`src/rtl/mux4_rr_arbiter.sv`:
```
// Four-requester round-robin arbiter driving a 4:1 mux select.
// Grants are registered and held for at most MAX_HOLD cycles before rotating.
module mux4_rr_arbiter #(
  parameter int unsigned MAX_HOLD = 8
) (
  input  logic       clk,
  input  logic       rst_n,
  input  logic [3:0] req,
  input  logic [3:0] d,
  output logic [3:0] gnt,
  output logic [1:0] sel,
  output logic       valid,
  output logic       y
);

  typedef enum logic [0:0] {
    IDLE  = 1'b0,
    GRANT = 1'b1
  } state_t;

  localparam logic [3:0] HOLD_LAST = 4'(MAX_HOLD - 1);

  state_t     state_q, state_d;
  logic [3:0] gnt_q, gnt_d;
  logic [1:0] sel_q, sel_d;
  logic       valid_q, valid_d;
  logic [3:0] hold_q, hold_d;
  logic [1:0] last_q, last_d;
  logic [1:0] pick_s;
  logic       y_s;

  // First set bit of r scanning upward from start, wrapping mod 4; caller guarantees r != 0.
  function automatic logic [1:0] rr_pick(input logic [3:0] r, input logic [1:0] start);
    logic [1:0] idx;
    rr_pick = start;
    for (int k = 3; k >= 0; k--) begin
      idx = start + 2'(k);
      if (r[idx]) begin
        rr_pick = idx;
      end else begin
        rr_pick = rr_pick;
      end
    end
  endfunction

  // Next-state: hold, rotate on drop/expiry, or fall back to idle.
  always_comb begin
    state_d = state_q;
    gnt_d   = gnt_q;
    sel_d   = sel_q;
    valid_d = valid_q;
    hold_d  = hold_q;
    last_d  = last_q;
    pick_s  = 2'd0;
    case (state_q)
      IDLE: begin
        if (req != 4'b0000) begin
          pick_s  = rr_pick(req, last_q + 2'd1);
          state_d = GRANT;
          gnt_d   = 4'b0001 << pick_s;
          sel_d   = pick_s;
          valid_d = 1'b1;
          hold_d  = 4'd0;
          last_d  = pick_s;
        end else begin
          gnt_d   = 4'b0000;
          valid_d = 1'b0;
          hold_d  = 4'd0;
        end
      end
      GRANT: begin
        if (req[sel_q] && (hold_q < HOLD_LAST)) begin
          hold_d = hold_q + 4'd1;
        end else if (req != 4'b0000) begin
          // Scanning from sel+1 wraps back to sel itself when it is the only requester.
          pick_s  = rr_pick(req, sel_q + 2'd1);
          state_d = GRANT;
          gnt_d   = 4'b0001 << pick_s;
          sel_d   = pick_s;
          valid_d = 1'b1;
          hold_d  = 4'd0;
          last_d  = pick_s;
        end else begin
          state_d = IDLE;
          gnt_d   = 4'b0000;
          valid_d = 1'b0;
          hold_d  = 4'd0;
        end
      end
      default: begin
        state_d = IDLE;
        gnt_d   = 4'b0000;
        valid_d = 1'b0;
        hold_d  = 4'd0;
      end
    endcase
  end

  // State and output registers; last_q resets to 3 so requester 0 wins first.
  always_ff @(posedge clk or negedge rst_n) begin
    if (!rst_n) begin
      state_q <= IDLE;
      gnt_q   <= 4'b0000;
      sel_q   <= 2'd0;
      valid_q <= 1'b0;
      hold_q  <= 4'd0;
      last_q  <= 2'd3;
    end else begin
      state_q <= state_d;
      gnt_q   <= gnt_d;
      sel_q   <= sel_d;
      valid_q <= valid_d;
      hold_q  <= hold_d;
      last_q  <= last_d;
    end
  end

  // Combinational mux output, forced low while nothing is granted.
  always_comb begin
    y_s = 1'b0;
    if (valid_q) begin
      y_s = d[sel_q];
    end else begin
      y_s = 1'b0;
    end
  end

  assign gnt   = gnt_q;
  assign sel   = sel_q;
  assign valid = valid_q;
  assign y     = y_s;

endmodule

```
`config.mk`:
```
export PLATFORM = sky130hd
export DESIGN_NAME = mux4_rr_arbiter
export DESIGN_NICKNAME = d
export VERILOG_FILES = /design/src/rtl/mux4_rr_arbiter.sv
export SDC_FILE = /design/constraint.sdc
export NUM_CORES = 1
export LEC_CHECK = 0
export BUFFER_PORTS_ARGS = -buffer_cell sky130_fd_sc_hd__buf_2
export CORE_MARGIN = 10
export CORE_UTILIZATION = 48
export DETAILED_ROUTE_END_ITERATION = 8
export GPL_TIMING_DRIVEN = 0
export MAX_ROUTING_LAYER = met4
export PLACE_DENSITY = 0.7
export SETUP_SLACK_MARGIN = 0.5
export SLEW_MARGIN = 40
export SYNTH_ARGS = -nofsm -noshare
export SYNTH_HDL_FRONTEND = slang
export SYNTH_SLANG_ARGS = --single-unit
```
`constraint.sdc`:
```
create_clock -name clk -period 1.9 [get_ports clk]
set_clock_uncertainty 0.2 [all_clocks]
set_input_delay 0.19 -clock clk [delete_from_list [all_inputs] [get_ports clk]]
set_output_delay 0.19 -clock clk [all_outputs]
set_load 0.02 [all_outputs]
```
=== Yosys cells after proc, flatten, opt, wreduce, memory -nomap -nowiden ===
Index checks and enable logic that the tools add are counted.

* Output and inout bits: 8
* Logic and storage cells: 83
* Register bits: 14
* Bits of input ports: 10

* Muxes and demuxes: 49
* Order comparisons: 10
* Bitwise logic cells: 1
* Eq/ne operators: 3
* Shift-type cells: 2
* Add/sub/neg operators: 9
* Reduce and logical (&&, ||, !) cells: 3

{| class="wikitable"
|+ Operators with widths
! cell !! count
|-
| 2-to-1 mux 2 bit || 16
|-
| less-than comparator 2 x 3 -> 1 bit (second input constant) || 9
|-
| binary-select mux 1 bit (select 2 bit) || 10
|-
| 2-to-1 mux 4 bit || 4
|-
| one-hot mux 4 bit (2 select lines) || 2
|-
| 2-to-1 mux 1 bit || 14
|-
| adder 2 x 1 -> 2 bit (second input constant) || 4
|-
| adder 2 bit (second input constant) || 4
|-
| left shift 1 x 2 -> 4 bit (first input constant) || 2
|-
| adder 4 x 1 -> 4 bit (second input constant) || 1
|-
| less-than comparator 4 x 3 -> 1 bit (second input constant) || 1
|-
| inequality test 2 bit (second input constant) || 2
|-
| one-hot mux 1 bit (2 select lines) || 2
|-
| one-hot mux 2 bit (2 select lines) || 1
|-
| nonzero test 4 bit || 1
|-
| AND reduction 3 bit || 1
|-
| inequality test 2 x 1 -> 1 bit (second input constant) || 1
|-
| logical AND 1 bit || 1
|-
| inverter 1 bit || 1
|}

=== Longest topological paths before layout ===
Gate-level depths: netlist of run 1.

* Depth in word-level cells: 15
* Depth in mapped cells: 7
* Gate-level depth less buffers: 6

=== Least setup slack after synthesis of run 1 ===
Ideal clock, no wire load.

* Path type: register to register
* Start: reg sel_q[1] (netlist: sel[1])
* End: reg sel_q[1] (netlist: sel[1])
* Data required time: 1.575 ns
* Path slack: -0.152 ns
* Path buffers: 1
* Clock period less this slack: 2.052 ns
* Setup time: 0.125 ns
* Data arrival time: 1.727 ns
* Cell stages (with the launch flop): 7
* Path through: dfrtp_1 buf_6 mux4_2 nand2_2 nor2_2 nor2_1 mux2_2

* Word-level cells in the longest chain between the ends: 14
* Elaborated cells between the ends (all ways): 27
* Classes of those cells: add/sub: 4; eq/ne: 1; mux: 20; reduce/logical: 2

{| class="wikitable"
|+ RTL lines
! element !! line !! RTL
|-
| start, declared || 25 || <nowiki>logic [1:0] sel_q, sel_d;</nowiki>
|-
| start signal, assigned || 111 || <nowiki>sel_q <= sel_d;</nowiki>
|-
| adder 2 x 1 -> 2 bit || 76 || <nowiki>pick_s = rr_pick(req, sel_q + 2'd1);</nowiki>
|-
| adder 2 bit || 37 || <nowiki>idx = start + 2'(k);</nowiki>
|-
| binary-select mux 1 bit (select 2 bit) || 38 || <nowiki>if (r[idx]) begin</nowiki>
|-
| 2-to-1 mux 1 bit (implied by the code) || 38 ||
|-
| 2-to-1 mux 2 bit (4 in a row) || 38 ||
|-
| 2-to-1 mux 2 bit || 74 || <nowiki>end else if (req != 4'b0000) begin</nowiki>
|-
| 2-to-1 mux 2 bit || 72 || <nowiki>if (req[sel_q] && (hold_q < HOLD_LAST)) begin</nowiki>
|-
| 2-to-1 mux 2 bit || 55 || <nowiki>case (state_q)</nowiki>
|-
| 2-to-1 mux 2 bit || 74 ||
|-
| 2-to-1 mux 2 bit || 72 ||
|-
| one-hot mux 2 bit (2 select lines) || 55 ||
|}

Several ways; a longest one is shown, not always the timed one. The select of a mux whose other input is x is not followed.
A chain may end at the register's enable or synchronous reset.

=== Worst setup path after layout of run 1 ===
* Start: reg sel_q[0] (netlist: sel[0])
* End: out y

* Word-level cells in the longest chain between the ends: 3

{| class="wikitable"
|+ RTL lines
! element !! line !! RTL
|-
| binary-select mux 1 bit (select 2 bit) || 122 || <nowiki>y_s = d[sel_q];</nowiki>
|-
| 2-to-1 mux 1 bit (implied by the code) || 122 ||
|-
| 2-to-1 mux 1 bit || 121 || <nowiki>if (valid_q) begin</nowiki>
|-
| end, declared || 13 || <nowiki>output logic y</nowiki>
|}

Every way passes these cells. The select of a mux whose other input is x is not followed.

==> results.yml, run 1 <==
global_route:
  grt_overflow_total: 0
  grtUsageTotal_pct: 12.35
  grt_pass1_vias: 864
  grt_pass1_wl_mm: 4.036
  grt_max_degree: 15
  antenna_found_initial: 0
critical_path:
  cp-endpoint: "y"
  worst-path-max-fanout: 6
  worstPathArrival_ps: 1540
  reg2reg_slack_ps: -20
  worst-path-stages: 4
  path_cells: "buf_6, mux4_2, and2_4, buf_6"
  crit_start: "sel[0]"
  path_buf_inv: 2
  critPathSlowestCell: "mux4_2"
  cp_top_family: "multiplexers"
  slowest_delay_ps: 500
  r2r_end: "sel[1]"
  cpMostUsedCell: "buf_6"
  endpoint_kind: "output port"
  r2r-start: "sel[1]"
  reg2regPathDepth: 6
  worst_setup_path_start_kind: "register"
  cp.required_ps: 1510
  crit_type: "register to output port"
floorplan:
  io_pins: 18
  chipHeight_um: 63.32
  fp-row-count: 15
  start_util_pct: 51.61
  dieArea_mm2: 0.004009
  core_mm2: 0.001745
  die_x_um: 63.32
pwr:
  power.switching_uw: 846.5
  power_frac_clock_pct: 10.1
  ir_drop_v: 0.001013
  p_comb_share_pct: 65.8
  switching_share_pct: 39.79
  power_density_mw_per_mm2: 1660
  p_leak_uw: 0.0006101
  p_int_uw: 1281
  sequentialPowerShare_pct: 24.1
sta:
  rsz0062_at_grt: "yes"
  final.setup.worst_slack_ps: -34.23
  finalCritPeriodShare_pct: 101.8
  setup_viol: 3
  max-slew-margin-rel_pct: 65.72
  tightest_slew_ps: 510.4
  drv_slew: 0
  tns_ps: -68.36
  hold_viol_final: 0
  period_needed_ps: 1934
  fmax_mhz: 517.0
clock_tree:
  clk_pin_slew_worst_paths_ps: 90
  cts_buffers: 3
  ctsRootBufferMaster: "clkbuf_4"
  clockBufferDepth: 2
  cts_tree: "yes"
  clock_sinks: 14
  insertion_delay_ps: 270
  h-tree-depth: 1
final_layout:
  area_growth_syn_to_layout_pct: 42.22
  drive_above_1_share_pct: 52.38
  fin_nets: 138
  diodes: 0
  fin_area_mm2: 0.001281
  fill_cells: 131
  finalNonFillerCells: 151
logic_synthesis:
  syn-num-nets: 101
  syn_area_um2: 900.9
  ys_async_sr_fraction_pct: 100.0
  yosysSeqAreaShare_pct: 39.17
  yosysUniqueCellTypes: 38
  yosysTopAreaCell: "dfrtp_1"
  synth_cells: 90
  yosys.area.top_type_share_pct: 33.33
  ys_top_cells_by_count: "dfrtp_1, nand2_1, nor2_1"
  synth_area_per_cell_um2: 10.01
  synthFlopType: "dfrtp_1"
  synth_edf_count: 0
  yosys-top-cells-area: "dfrtp_1, dfstp_2, mux4_2"
  synth.most_common_cell: "dfrtp_1"
  synth_seq_cells: 14
  ys_warn_count: 0
place:
  post-dp-hpwl_mm: 1.580
  globalplace.congestion: 0.8302
  placed_cells: 129
  dp_slack_ps: -44.94
  io_buffers: 14
  place_area_mm2: 0.001037
drt:
  drt_iter0_markers: 23
  ant_nets: 0
  wl_per_cell_um: 16.14
  drc: 0
  dr.pass1.iters: 4
  vias: 827
  totalWireLength_mm: 2.437
  avgViaCountPerCell: 5.477
job:
  timing.max_cap.violations: 0
worst_hold_path:
  hp-class: "primary input to register"
  hold_depth: 3
run_status:
  status: "finished, violations left"
  violations: "setup timing"
==> cells by family (layout without fill, tap and decap cells) <==
kind of cell,count (synthesis),after routing,synth area share (%)
flops,14,14,39.17
simple gates,31,31,20.14
mux,6,6,9.722
fa+ha+maj,1,1,1.389
buf+inv,10,46,7.777
compound gates,26,26,19.86
xor+xnor,2,2,1.945
==> final cells by class <==
class	count	area [um^2]	area share, %
multi-input combinational	66	560.5	43.75
sequential	14	355.3	27.73
timing repair buffer	32	221.5	17.29
tap	25	31.28	2.441
inverter	3	11.26	0.8789
clock buffer	4	36.28	2.832
buffer	7	65.06	5.078
==> through the flow <==
step / power [uW] / hold slack [ps] / utilization [%]
2_1_floorplan: 1253 / -305.6 / -
3_3_place_gp: 1452 / -107.2 / 59.43
3_5_place_dp: 1483 / -95.90 / 59.43
4_1_cts: 2031 / 31.92 / 70.68
5_1_grt: 2264 / 46.15 / 73.41
6_report: 2127 / 36.77 / 73.41
==> power groups by stage <==
stage               combinational [uW]  sequential [uW]  clock [uW]
finish                            1400              514         214
CTS                               1310              509         215
detailed placement                 965              518           0
global route                      1500              530         232
floorplan                          677              577           0
global placement                   942              510           0
==> sequential cells by signal, indices dropped and copies added, names as in the netlist <==
signal   count
valid        1
hold_q       4
state_q      1
sel          2
gnt          4
last_q       2
==> worst min-delay path by stage <==
stage                       from       to  slack [ps]
after floorplan            rst_n   gnt[0]        -310
after global placement     rst_n   gnt[2]        -110
after detailed placement   rst_n  state_q        -100
after CTS                 req[1]  state_q          30
after global routing      req[1]    valid          50
final                     req[1]    valid          40
==> layout by cell type (no fill, tap or decap), types with 3 or more instances in the layout <==
| master | instances |
|---|---|
| and3b_1 | 3 |
| clkbuf_4 | 3 |
| a21oi_1 | 4 |
| buf_6 | 7 |
| buf_4 | 17 |
| dfrtp_1 | 10 |
| nor2_1 | 5 |
| buf_2 | 14 |
| nand2_1 | 8 |
==> worst register-to-register path, stage by stage, from the launching register on <==
cell and delay, ps:
dfrtp_2 370, buf_6 120, mux4_2 530, nand2_4 110, nor2_4 60, nor2_4 120
mux2_4 310
==> timing repair <==
action / CTS / global route
pin swaps: 8 / 5
endpoints found under the hold margin: 14 / 0
buffers inserted: 11 / 4
gates resized for setup: 15 / 2
cloned: 1 / 0
endpoints found under the setup margin: 14 / 14
hold buffers: 1 / 0
==> layer usage <==
metal	vias to the layer above	routed length, um	global-route usage [%]
li1	401	-	-
met1	407	1109	14.94
met2	17	1238	20.98
met3	2	76	2.120
met4	0	12	2.459
met5	-	0	-
Note: power is estimated with default switching activity, not from simulation.
==> run 2, diff against run 1 <==
Settings changed: REMOVE_ABC_BUFFERS set to 1, SKIP_CTS_REPAIR_TIMING set to 1.
==> results.yml, run 2 (synthesis results as in run 1) <==
critical_path:
  r2r_end: "sel[1]"
  reg2reg_slack_ps: 30
  cp_top_family: "multiplexers"
  crit_type: "register to register"
  cp-endpoint: "sel[1]"
  worstPathArrival_ps: 1840
  reg2regPathDepth: 5
  worst-path-stages: 5
  worst_setup_path_start_kind: "register"
  critPathSlowestCell: "mux4_2"
  cp.required_ps: 1870
  path_buf_inv: 0
  r2r-start: "sel[1]"
  crit_start: "sel[1]"
  path_cells: "mux4_2, nand2_4, nor2_4, nor2_4, mux2_2"
  cpMostUsedCell: "nor2_4"
  endpoint_kind: "register"
  worst-path-max-fanout: 7
  slowest_delay_ps: 540
global_route:
  grt_pass1_wl_mm: 3.105
  grtUsageTotal_pct: 9.624
  grt_max_degree: 15
  grt_pass1_vias: 655
  antenna_found_initial: 0
  grt_overflow_total: 0
final_layout:
  fin_nets: 125
  finalNonFillerCells: 138
  multi_input_area_um2: 530.5
  area_growth_syn_to_layout_pct: 28.19
  layout_common_cells: "buf_2, dfrtp_1, buf_4"
  final_common_cell: "buf_2"
  fill_cells: 148
  diodes: 0
  drive_above_1_share_pct: 45.13
  regArea_um2: 355.3
job:
  timing.max_cap.violations: 0
clock_tree:
  h-tree-depth: 1
  ctsRootBufferMaster: "clkbuf_4"
  cts_tree: "yes"
  clockBufferDepth: 2
  clock_sinks: 14
  insertion_delay_ps: 270
  cts_buffers: 3
  clk_pin_slew_worst_paths_ps: 80
floorplan:
  start_util_pct: 51.61
  dieArea_mm2: 0.004009
  fp-row-count: 15
  core_mm2: 0.001745
  io_pins: 18
  die_x_um: 63.32
  chipHeight_um: 63.32
drt:
  dr.pass1.iters: 4
  drt_iter0_markers: 20
  avgViaCountPerCell: 5.558
  wl_per_cell_um: 14.46
  totalWireLength_mm: 1.996
  vias: 767
  ant_nets: 0
  drc: 0
worst_hold_path:
  hp-class: "primary input to register"
  worstHoldStart: "req[1]"
place:
  placed_cells: 125
  io_buffers: 17
  post-dp-hpwl_mm: 1.337
  globalplace.congestion: 0.7927
pwr:
  sequentialPowerShare_pct: 29.5
  switching_share_pct: 39.32
  power_density_mw_per_mm2: 1584
  finalPower_uw: 1829
  power_frac_clock_pct: 11.3
  power.switching_uw: 719.3
  p_leak_uw: 0.0005328
  p_comb_share_pct: 59.2
  p_int_uw: 1110
  ir_drop_v: 0.0008716
sta:
  hold_viol_final: 0
  setup_viol: 0
  tightest_slew_ps: 619.4
  fin_hold_ws_ps: 99.78
  fmax_mhz: 533.5
  max-slew-margin-rel_pct: 58.39
  finalCritPeriodShare_pct: 98.65
  period_needed_ps: 1874
  rsz0062_at_grt: "yes"
  drv_slew: 0
run_status:
  status: "finished clean"
==> run 2: how the worst min path moves through the flow <==
stage / end / slack, ps / cells after the start
after global placement: valid / -110 / 1
after CTS: valid / -410 / 1
final: state_q / 100 / 3
after detailed placement: valid / -110 / 1
after global routing: state_q / 100 / 3
after floorplan: gnt[0] / -310 / 0
==> run 2: area by class of cell <==
class | count | share of cell area [%]
multi-input cells | 66 | 45.94
flip-flops and latches | 14 | 30.77
repair buffers | 26 | 16.47
clock buffers | 4 | 3.142
well taps | 25 | 2.709
inverters | 3 | 0.9751
==> run 2: worst min-delay path, cell delays in order <==
cell and delay [ps]:
buf_2 170, nor4_4 110, inv_2 70
==> run 2: power groups by stage <==
| stage | clock [uW] | sequential (uW) | combinational (uW) |
|---|---|---|---|
| 2_1_floorplan | 0 | 606 | 484 |
| 3_3_place_gp | 0 | 554 | 725 |
| 5_1_grt | 231 | 558 | 1190 |
| 4_1_cts | 214 | 555 | 745 |
| 6_report | 206 | 540 | 1080 |
| 3_5_place_dp | 0 | 560 | 739 |
==> run 2: metrics by stage <==
| stage | setup slack [ps] | TNS (ps) | area (um^2) | util [%] |
|---|---|---|---|---|
| detailed placement | -249.9 | -629.3 | 958.4 | 54.91 |
| CTS | -264.8 | -938.4 | 994.7 | 56.99 |
| floorplan | -209.0 | -469.9 | 842.1 | - |
| global placement | -222.4 | -525.4 | 958.4 | 54.91 |
| global route | -80.35 | -141.0 | 1155 | 66.16 |
| finish | 25.57 | 0 | 1155 | 66.16 |
==> run 2: metal layers <==
layer  GRT usage, %  share of wire (%)
met4          3.279                1.0
met5              -                  0
met1          11.18                 45
met2          14.82                 48
met3          3.710                5.5
==> run 3, diff against run 2 <==
Settings changed: CORE_UTILIZATION 48 to 40, PLACE_DENSITY 0.7 to 0.59.
==> results.yml, run 3 (synthesis results as in run 1) <==
clock_tree:
  h-tree-depth: 1
  ctsRootBufferMaster: "clkbuf_4"
  clock_sinks: 14
  clockBufferDepth: 2
  cts_buffers: 3
  clk_pin_slew_worst_paths_ps: 90
  insertion_delay_ps: 280
  cts_tree: "yes"
floorplan:
  start_util_pct: 41.52
  die_x_um: 67.46
  io_pins: 18
  dieArea_mm2: 0.004550
  chipHeight_um: 67.46
  core_mm2: 0.002170
  fp-row-count: 17
global_route:
  antenna_found_initial: 0
  grtUsageTotal_pct: 9.469
  grt_max_degree: 15
  grt_pass1_vias: 726
  grt_overflow_total: 0
  grt_pass1_wl_mm: 3.318
critical_path:
  worst-path-max-fanout: 8
  path_buf_inv: 1
  endpoint_kind: "register"
  cp.required_ps: 1870
  cp_top_family: "multiplexers"
  cp-endpoint: "gnt[0]"
  reg2reg_slack_ps: 5
  r2r-start: "sel[1]"
  reg2regPathDepth: 5
  slowest_delay_ps: 540
  crit_type: "register to register"
  r2r_end: "gnt[0]"
  worst-path-stages: 5
  worstPathArrival_ps: 1860
  critPathSlowestCell: "mux4_2"
  crit_start: "sel[1]"
  worst_setup_path_start_kind: "register"
  path_cells: "mux4_2, nand2_4, nor2_4, buf_6, a221o_1"
final_layout:
  layout_common_cells: "buf_2, dfrtp_1, buf_4"
  final_common_cell: "buf_2"
  finalNonFillerCells: 143
  fill_cells: 214
  fin_area_mm2: 0.001156
  drive_above_1_share_pct: 44.35
  area_growth_syn_to_layout_pct: 28.33
  diodes: 0
  fin_nets: 127
  fin_util_pct: 53.29
sta:
  tns_ps: 0
  fmax_mhz: 527.6
  fin_hold_ws_ps: 91.12
  max-slew-margin-rel_pct: 59.38
  rsz0062_at_grt: "yes"
  setup_viol: 0
  drv_slew: 0
  finalCritPeriodShare_pct: 99.75
  tightest_slew_ps: 604.8
  period_needed_ps: 1895
  hold_viol_final: 0
drt:
  ant_nets: 0
  wl_per_cell_um: 14.13
  dr.pass1.iters: 4
  avgViaCountPerCell: 5.427
  drc: 0
  totalWireLength_mm: 2.021
  vias: 776
  drt_iter0_markers: 27
pwr:
  power_density_mw_per_mm2: 1587
  p_leak_uw: 0.0005331
  ir_drop_v: 0.001072
place:
  io_buffers: 17
  globalplace.congestion: 0.7737
  place_area_um2: 962.2
  placed_cells: 128
  post-dp-hpwl_mm: 1.462
worst_hold_path:
  worstHoldStart: "req[1]"
  hp-class: "primary input to register"
run_status:
  status: "finished clean"
job:
  timing.max_cap.violations: 0
run 3: per-stage QoR:
step / power [uW] / setup WS, ps
final: 1834 / 4.781
after CTS: 1533 / -299.7
after floorplan: 1090 / -209.0
after detailed placement: 1315 / -284.7
after global routing: 1968 / -55.37
after global placement: 1293 / -259.3
run 3: worst min-delay path, delay by kind of cell:
kind	cells	cell delay, ps
and+or+nand+nor	1	110
buffers and inverters	2	230
run 3: report_power, final:
part,internal [uW],total [uW],switching [uW]
registers,426,528,101
clock network,117,214,97.7
logic,571,1090,522
run 3: worst min path at each step:
stage,cells after the start,slack (ps),endpoint
after global placement,1,-100,valid
final,3,90,state_q
after CTS,1,-400,hold_q[2]
after detailed placement,1,-90,valid
after floorplan,0,-310,gnt[0]
after global routing,3,130,state_q
run 3: area by class of cell:
class	count	area [um^2]	area share, %
Clock buffer	4	36.28	3.139
Timing Repair Buffer	28	196.4	16.99
Tap cell	28	35.03	3.030
Sequential cell	14	355.3	30.74
Multi-Input combinational cell	66	521.8	45.13
Inverter	3	11.26	0.9740
run 3: layer usage:
layer	global-route usage [%]	share of wire [%]	vias up
li1	-	-	385
met1	11.97	47	367
met2	13.86	44	20
met5	-	0	-
met3	2.645	8.4	4
met4	3.846	1.1	0
